`src/rtl/spi_cfg_sequencer_if.sv`:
```
// Request handshake, status and SPI pins of the config-register write sequencer.
interface spi_cfg_sequencer_if;
   logic       req_valid;
   logic       req_ready;
   logic [6:0] req_addr;
   logic [7:0] req_data;
   logic       busy;
   logic       done;
   logic       err;
   logic       spi_cs_n;
   logic       spi_sclk;
   logic       spi_sdi;

   modport master (
      output req_valid, req_addr, req_data,
      input  req_ready, busy, done, err, spi_cs_n, spi_sclk, spi_sdi
   );

   modport slave (
      input  req_valid, req_addr, req_data,
      output req_ready, busy, done, err, spi_cs_n, spi_sclk, spi_sdi
   );
endinterface

```
`src/rtl/spi_cfg_sequencer.sv`:
```
// SPI master turning register-write requests into 16-bit {1, addr, data} frames, MSB first,
// with the CS setup/hold, SCLK phase and inter-frame gap timing the config slave relies on.
module spi_cfg_sequencer #(
   parameter int unsigned CLK_DIV    = 4,
   parameter int unsigned CS_SETUP   = 4,
   parameter int unsigned CS_HOLD    = 4,
   parameter int unsigned GAP_CYCLES = 8,
   parameter int unsigned NUM_REGS   = 5
) (
   input logic                clk,
   input logic                rst_n,
   spi_cfg_sequencer_if.slave bus
);

   localparam int unsigned CntW = 16;

   typedef enum logic [2:0] {
      StIdle,
      StSetup,
      StSclkHi,
      StSclkLo,
      StHold,
      StGap
   } state_e;

   state_e          state_q;
   logic [CntW-1:0] cnt_q;
   logic [4:0]      bit_cnt_q;
   logic [15:0]     shift_q;
   logic            ready_q;
   logic            busy_q;
   logic            done_q;
   logic            err_q;
   logic            cs_n_q;
   logic            sclk_q;
   logic            sdi_q;

   assign bus.req_ready = ready_q;
   assign bus.busy      = busy_q;
   assign bus.done      = done_q;
   assign bus.err       = err_q;
   assign bus.spi_cs_n  = cs_n_q;
   assign bus.spi_sclk  = sclk_q;
   assign bus.spi_sdi   = sdi_q;

   always_ff @(posedge clk or negedge rst_n) begin
      if (!rst_n) begin
         state_q   <= StIdle;
         cnt_q     <= '0;
         bit_cnt_q <= '0;
         shift_q   <= '0;
         ready_q   <= 1'b1;
         busy_q    <= 1'b0;
         done_q    <= 1'b0;
         err_q     <= 1'b0;
         cs_n_q    <= 1'b1;
         sclk_q    <= 1'b0;
         sdi_q     <= 1'b0;
      end else begin
         done_q <= 1'b0;
         err_q  <= 1'b0;
         unique case (state_q)
            StIdle: begin
               if (bus.req_valid && ready_q) begin
                  // Out-of-range addresses are refused without touching the SPI pins.
                  if (32'(bus.req_addr) >= NUM_REGS) begin
                     err_q <= 1'b1;
                  end else begin
                     shift_q   <= {1'b1, bus.req_addr, bus.req_data};
                     sdi_q     <= 1'b1;
                     bit_cnt_q <= '0;
                     cnt_q     <= '0;
                     cs_n_q    <= 1'b0;
                     sclk_q    <= 1'b0;
                     ready_q   <= 1'b0;
                     busy_q    <= 1'b1;
                     state_q   <= StSetup;
                  end
               end
            end
            StSetup: begin
               if (cnt_q == CntW'(CS_SETUP - 1)) begin
                  cnt_q   <= '0;
                  sclk_q  <= 1'b1;
                  state_q <= StSclkHi;
               end else begin
                  cnt_q <= cnt_q + 16'd1;
               end
            end
            StSclkHi: begin
               if (cnt_q == CntW'(CLK_DIV - 1)) begin
                  cnt_q   <= '0;
                  sclk_q  <= 1'b0;
                  state_q <= StSclkLo;
               end else begin
                  cnt_q <= cnt_q + 16'd1;
               end
            end
            StSclkLo: begin
               // sdi only moves at the end of the low phase, well after the slave's sample.
               if (cnt_q == CntW'(CLK_DIV - 1)) begin
                  cnt_q     <= '0;
                  bit_cnt_q <= bit_cnt_q + 5'd1;
                  if (bit_cnt_q == 5'd15) begin
                     state_q <= StHold;
                  end else begin
                     shift_q <= {shift_q[14:0], 1'b0};
                     sdi_q   <= shift_q[14];
                     sclk_q  <= 1'b1;
                     state_q <= StSclkHi;
                  end
               end else begin
                  cnt_q <= cnt_q + 16'd1;
               end
            end
            StHold: begin
               if (cnt_q == CntW'(CS_HOLD - 1)) begin
                  cnt_q   <= '0;
                  cs_n_q  <= 1'b1;
                  sdi_q   <= 1'b0;
                  state_q <= StGap;
               end else begin
                  cnt_q <= cnt_q + 16'd1;
               end
            end
            StGap: begin
               if (cnt_q == CntW'(GAP_CYCLES - 1)) begin
                  cnt_q   <= '0;
                  busy_q  <= 1'b0;
                  ready_q <= 1'b1;
                  state_q <= StIdle;
               end else begin
                  cnt_q <= cnt_q + 16'd1;
                  if (cnt_q == CntW'(GAP_CYCLES - 2)) done_q <= 1'b1;
               end
            end
            default: state_q <= StIdle;
         endcase
      end
   end

endmodule

```
`src/flat_wrapper.sv`:
```
// flat-port wrapper written by rule: the top's interface ports become plain ports
module spi_cfg_sequencer_flat 
#(
   parameter int unsigned CLK_DIV    = 4,
   parameter int unsigned CS_SETUP   = 4,
   parameter int unsigned CS_HOLD    = 4,
   parameter int unsigned GAP_CYCLES = 8,
   parameter int unsigned NUM_REGS   = 5
)
  (clk, rst_n, bus_req_valid, bus_req_addr, bus_req_data, bus_req_ready, bus_busy, bus_done, bus_err, bus_spi_cs_n, bus_spi_sclk, bus_spi_sdi);
  spi_cfg_sequencer_if bus_i ();
  input logic clk;
  input logic rst_n;
  input wire logic [$bits(bus_i.req_valid)-1:0] bus_req_valid;
  input wire logic [$bits(bus_i.req_addr)-1:0] bus_req_addr;
  input wire logic [$bits(bus_i.req_data)-1:0] bus_req_data;
  output wire logic [$bits(bus_i.req_ready)-1:0] bus_req_ready;
  output wire logic [$bits(bus_i.busy)-1:0] bus_busy;
  output wire logic [$bits(bus_i.done)-1:0] bus_done;
  output wire logic [$bits(bus_i.err)-1:0] bus_err;
  output wire logic [$bits(bus_i.spi_cs_n)-1:0] bus_spi_cs_n;
  output wire logic [$bits(bus_i.spi_sclk)-1:0] bus_spi_sclk;
  output wire logic [$bits(bus_i.spi_sdi)-1:0] bus_spi_sdi;
  assign bus_i.req_valid = bus_req_valid;
  assign bus_i.req_addr = bus_req_addr;
  assign bus_i.req_data = bus_req_data;
  assign bus_req_ready = bus_i.req_ready;
  assign bus_busy = bus_i.busy;
  assign bus_done = bus_i.done;
  assign bus_err = bus_i.err;
  assign bus_spi_cs_n = bus_i.spi_cs_n;
  assign bus_spi_sclk = bus_i.spi_sclk;
  assign bus_spi_sdi = bus_i.spi_sdi;
  spi_cfg_sequencer #(.CLK_DIV(CLK_DIV), .CS_SETUP(CS_SETUP), .CS_HOLD(CS_HOLD), .GAP_CYCLES(GAP_CYCLES), .NUM_REGS(NUM_REGS)) u_core (.clk(clk), .rst_n(rst_n), .bus(bus_i));
endmodule
```
`config.mk`:
```
export PLATFORM = sky130hd
export DESIGN_NAME = spi_cfg_sequencer_flat
export DESIGN_NICKNAME = d
export VERILOG_FILES = /design/src/rtl/spi_cfg_sequencer_if.sv /design/src/rtl/spi_cfg_sequencer.sv /design/src/flat_wrapper.sv
export SDC_FILE = /design/constraint.sdc
export NUM_CORES = 1
export LEC_CHECK = 0
export ABC_AREA = 0
export BUFFER_PORTS_ARGS = -buffer_cell sky130_fd_sc_hd__buf_2
export CORE_ASPECT_RATIO = 0.75
export CORE_MARGIN = 2
export CORE_UTILIZATION = 55
export CTS_BUF_LIST = sky130_fd_sc_hd__clkbuf_8
export DETAILED_ROUTE_END_ITERATION = 10
export PLACE_DENSITY_LB_ADDON = 0.1
export SLEW_MARGIN = 5
export SYNTH_ARGS = -nofsm -noshare
export SYNTH_HDL_FRONTEND = slang
export SYNTH_SLANG_ARGS = --single-unit
export TNS_END_PERCENT = 100
```
`constraint.sdc`:
```
create_clock -name clk -period 4.05 [get_ports clk]
set_clock_uncertainty 0.05 [all_clocks]
set_input_delay 0.6075 -clock clk [delete_from_list [all_inputs] [get_ports clk]]
set_output_delay 0.6075 -clock clk [all_outputs]
set_load 0.02 [all_outputs]
```
# Word-level counts from Yosys, hierarchy flattened

Index checks and enable logic that the tools add are counted.

Output and inout bits: 7
Input bits: 18
Bits in registers: 46
Logic and storage cells: 94

Muxes and demuxes: 46
Reductions and logical operators: 17
Add/subtract/negate cells: 2
$lt $le $gt $ge: 1
Equality and inequality tests: 17

Operator list:

| operator                | count |
|---|---|
| $mux W16                | 4 |
| $mux W15                | 4 |
| $pmux W16 S3            | 1 |
| $eq A16 B3 Y1 const B   | 2 |
| $pmux W15 S2            | 1 |
| $mux W3                 | 8 |
| $mux W1                 | 18 |
| $pmux W3 S6             | 1 |
| $add A16 B1 Y16 const B | 1 |
| $eq A16 B2 Y1 const B   | 1 |
| $mux W5                 | 3 |
| $reduce_and A7 Y1       | 2 |
| $ne A2 B1 Y1 const B    | 6 |
| $reduce_and A4 Y1       | 3 |
| $pmux W5 S2             | 1 |
| $ge A7 B3 Y1 const B    | 1 |
| $eq A3 B2 Y1 const B    | 2 |
| $eq A3 B3 Y1 const B    | 2 |
| $pmux W1 S2             | 3 |
| $reduce_and A6 Y1       | 1 |
| $reduce_bool A2 Y1      | 3 |
| $reduce_bool A3 Y1      | 2 |
| $add A5 B1 Y5 const B   | 1 |
| $eq A5 B4 Y1 const B    | 1 |
| 10 further kinds        | 11 |

# Longest topological paths before layout

Word-level depth: 4
Mapped depth: 7

# Least setup slack after synthesis

OpenSTA, ideal clock, no wires.

Path kind: input to register
Start: input bus_req_addr[5]
End: register u_core.bit_cnt_q[2]
Setup time: 66 ps
Stages: 7
Setup slack: 1789 ps
Data required time: 3934 ps
Arrival: 2145 ps
Path through: nor4_1 > and4_1 > buf_2 > o2bb2a_1 > buf_2 > or4_1 > nand2_1

Word-level cells in the longest chain between the ends: 3

Ends and longest elaborated chain:

| item                               | line                     | source |
|---|---|---|
| from (decl)                        | flat_wrapper.sv:15       | `input wire logic [$bits(bus_i.req_addr)-1:0] bus_req_addr;` |
| $ge A7 B3 Y1                       | spi_cfg_sequencer.sv:66  | `if (32'(bus.req_addr) >= NUM_REGS) begin` |
| $ne A2 B2 Y1 (no source line)      | --                       |  |
| $reduce_and A4 Y1 (no source line) | --                       |  |
| to (signal assigned)               | spi_cfg_sequencer.sv:103 | `bit_cnt_q <= bit_cnt_q + 5'd1;` |
| to (decl)                          | spi_cfg_sequencer.sv:28  | `logic [4:0] bit_cnt_q;` |

Every way passes these cells.
A chain may end at the register's enable or synchronous reset.

# Worst setup path after layout

Start: register u_core.cnt_q[0]
End: register u_core.shift_q[1]

Word-level cells in the longest chain between the ends: 3

Ends and longest elaborated chain:

| item                               | line                     | source |
|---|---|---|
| from (decl)                        | spi_cfg_sequencer.sv:27  | `logic [CntW-1:0] cnt_q;` |
| from (signal assigned)             | spi_cfg_sequencer.sv:87  | `cnt_q <= cnt_q + 16'd1;` |
| from (signal assigned)             | spi_cfg_sequencer.sv:96  | `cnt_q <= cnt_q + 16'd1;` |
| from (signal assigned)             | spi_cfg_sequencer.sv:113 | `cnt_q <= cnt_q + 16'd1;` |
| $eq A16 B2 Y1                      | spi_cfg_sequencer.sv:101 | `if (cnt_q == CntW'(CLK_DIV - 1)) begin` |
| $ne A2 B1 Y1 (no source line)      | --                       |  |
| $reduce_and A5 Y1 (no source line) | --                       |  |
| to (signal assigned)               | spi_cfg_sequencer.sv:69  | `shift_q <= {1'b1, bus.req_addr, bus.req_data};` |
| to (signal assigned)               | spi_cfg_sequencer.sv:107 | `shift_q <= {shift_q[14:0], 1'b0};` |
| to (decl)                          | spi_cfg_sequencer.sv:29  | `logic [15:0] shift_q;` |

Every way passes these cells.

==> impl_metrics.csv <==
group,metric,value,unit
power,power_frac_seq,55.8,%
final_layout,nNetsFinal,298,
clocking,htreeDepth,2,
routing,routed_wl,5132,um
place,hpwlAfterDp,3588,um
synthesis,yosysWarnings,0,
final_layout,stdcell_count,334,
synthesis,synth_top_flop_cell,"dfrtp_1",
place,dp_cells,326,
power,vdd.ir_drop.worst,261.1,uV
job,cap_violations,0,
synthesis,syn_area_per_cell,10.16,um^2
clocking,cts_root_buf,"clkbuf_8",
grt,grt.overflow.total,0,
synthesis,syn_inst,256,
hold_path,hold_class,"in2async",
worst_setup_path,path_class,"reg2reg",
synthesis,ys_ff_latch,46,
worst_setup_path,critPathLaunchType,"flop",
final_layout,final_common_cell,"dfrtp_1",
final_layout,layout_common_cells,"dfrtp_1, o21ai_0, buf_2",
routing,vias_per_cell,5.880,
floorplan,initial_core_util,57.87,%
grt,first_global_vias,1848,
worst_setup_path,cp.required,4.18,ns
power,p_per_area,296.9,nW/um^2
routing,antenna_left,0,
timing,fin_crit,2.871,ns
clocking,path_clk_slew,0.09,ns
floorplan,fp.dieArea,5299,um^2
worst_setup_path,crit_fanout,15,
final_layout,syn2layout_area_growth,9.095,%
power,p_leak,1.153,nW
routing,wl_per_cell,15.37,um
place,gp_congestion,0.8035,
floorplan,rows,21,
timing,worst_pin_slew,0.9980,ns
clocking,clk_latency,0.30,ns
floorplan,design.core.area,4493,um^2
grt,grt_antenna_before_repair,0,
final_layout,final-seq-area,1154,um^2
synthesis,synth_edf_count,0,
timing,fmax,348.4,MHz
floorplan,chipWidth,83.39,um
clocking,numCtsBuffers,5,
grt,track_usage,21.16,%
routing,drtIter0Drc,163,
clocking,cts_tree,"yes",
timing,final_min_period_over_clock_period,70.88,%
clocking,postCtsSetupRepairBufs,0,
clocking,numClockSinks,46,
clocking,ctsResizeCount,0,
timing,finalHoldViolations,0,
final_layout,drive_gt1_share,24.91,%
power,netSwitchingFraction,20.85,%
final_layout,diodes,0,
final_layout,postLayoutCellArea,2836,um^2
floorplan,io_pins,25,
power,p_int,666.7,uW
clocking,ctsHoldBuffers,0,
place,portBuffers,24,
worst_setup_path,critPathCaptureType,"flop",
timing,finalSetupViolCount,0,
routing,num_vias,1964,
synthesis,seq_area_frac_synth,44.37,%
grt,grt_max_degree,47,
synthesis,yosysUniqueCellTypes,48,
routing,drcViolationCount,0,
floorplan,fp.dieH,63.55,um
grt,grt_first_pass_wirelength,9011,um
clocking,clock_path_buffers,2,
timing,setup_tns,0,ns
place,post_dp_cell_area,2726,um^2
routing,first_pass_iters,4,
timing,slew_headroom,33.02,%
worst_setup_path,arrival,3.00,ns
synthesis,synthArstFlopShare,100.0,%
power,p_sw,175.6,uW
synthesis,synth_nets,278,
timing,rsz0062_at_grt,"no",
synthesis,synth_area,2600,um^2
timing,slew_viol_final,0,
power,pwr-share-clk,40.1,%
worst_setup_path,r2r_slack,1.18,ns
run_status,outcome,"completed",
power,power_frac_comb,4.1,%
final_layout,nFillCells,365,
final_layout,multi_input_area,1325,um^2
-- worst max-delay path, stage by stage (launching register included) --
cell	delay [ns]
dfrtp_1	0.45
ha_1	0.41
nor4b_4	0.27
nand4_2	0.21
or3_4	0.44
a21oi_4	0.52
mux2_2	0.40
-- synth_stat cells, types with 2 or more instances --
cell / number / area share [%]
nand2b_1: 2 / 0.48
and4_1: 2 / 0.67
nand2_1: 22 / 3.2
nor3_1: 9 / 1.7
a31oi_1: 2 / 0.48
buf_2: 3 / 0.58
or3_1: 13 / 3.1
or4_1: 2 / 0.58
clkbuf_1: 6 / 0.87
dfrtp_1: 44 / 42
nor4_4: 2 / 1.6
and3_1: 4 / 0.96
ha_1: 4 / 1.9
nand3_1: 11 / 2.1
mux2_2: 19 / 8.2
nand4_1: 3 / 0.72
o21ai_0: 26 / 5.0
dfstp_2: 2 / 2.0
nor4_1: 2 / 0.48
o21a_1: 3 / 0.87
mux2_4: 9 / 5.2
inv_1: 13 / 1.9
o31ai_1: 2 / 0.58
nor2_1: 9 / 1.3
nand4b_1: 2 / 0.67
xor2_1: 3 / 1.0
a21oi_1: 16 / 3.1
-- layer usage --
metal / vias to the layer above / routed length [um] / GRT usage [%]
li1: 976 / - / -
met1: 954 / 2852 / 33.73
met2: 32 / 2078 / 28.93
met3: 2 / 176 / 5.111
met4: 0 / 24 / 4.303
met5: - / 0 / 0
-- power groups by stage --
| stage | Sequential, mW | Combinational, mW | Clock, mW |
|---|---|---|---|
| after floorplan | 0.478 | 0.0158 | 0 |
| after global placement | 0.479 | 0.0348 | 0 |
| after detailed placement | 0.479 | 0.0354 | 0 |
| after CTS | 0.470 | 0.0355 | 0.345 |
| after global routing | 0.471 | 0.0392 | 0.362 |
| final | 0.470 | 0.0344 | 0.338 |
-- cell type report --
| cell class | count | area share, % |
|---|---|---|
| Clock buffer | 5 | 2.426 |
| Clock inverter | 3 | 1.456 |
| Inverter | 13 | 1.720 |
| Multi-Input combinational cell | 185 | 46.71 |
| Sequential cell | 46 | 40.67 |
| Tap cell | 57 | 2.514 |
| Timing Repair Buffer | 25 | 4.499 |
-- metrics by stage --
stage,setup slack (ns),hold WS (ns),utilization [%],power [mW]
floorplan,1.789,0.2619,-,0.4934
global placement,1.272,0.4365,60.68,0.5135
detailed placement,1.177,0.4437,60.68,0.5142
CTS,1.192,0.4626,63.13,0.8504
global route,1.033,0.4650,63.13,0.8719
finish,1.179,0.4178,63.13,0.8422
-- kinds of logic after synthesis --
family	share of synthesized area, %
simple gates	20.40
compound gates	13.86
flops	44.37
mux	13.43
buf+inv	4.668
xor+xnor	1.348
fa+ha+maj	1.925
-- state kept, by name, summed over array words and instances (netlist names) --
register and count:
u_core.bus.spi_sdi 1, u_core.shift_q 15, u_core.bus.busy 1, u_core.state_q 3, u_core.bit_cnt_q 5, u_core.bus.spi_sclk 1
u_core.bus.err 1, u_core.cnt_q 16, u_core.bus.spi_cs_n 1, u_core.bus.done 1, u_core.bus.req_ready 1
-- worst paths after layout --
| check | start | endpoint | cells after the start |
|---|---|---|---|
| hold reg to reg | u_core.bus.busy | u_core.bus.busy | 2 |
| min in group clk | u_core.bus.busy | u_core.bus.busy | 2 |
| hold / removal | rst_n | u_core.cnt_q[14] | 1 |
| setup / recovery | u_core.cnt_q[0] | u_core.shift_q[1] | 6 |
| max in group asynchronous | rst_n | u_core.bus.spi_sdi | 1 |
| setup reg to reg | u_core.cnt_q[0] | u_core.shift_q[1] | 6 |
No activity file was read; power rests on OpenSTA's default activity.
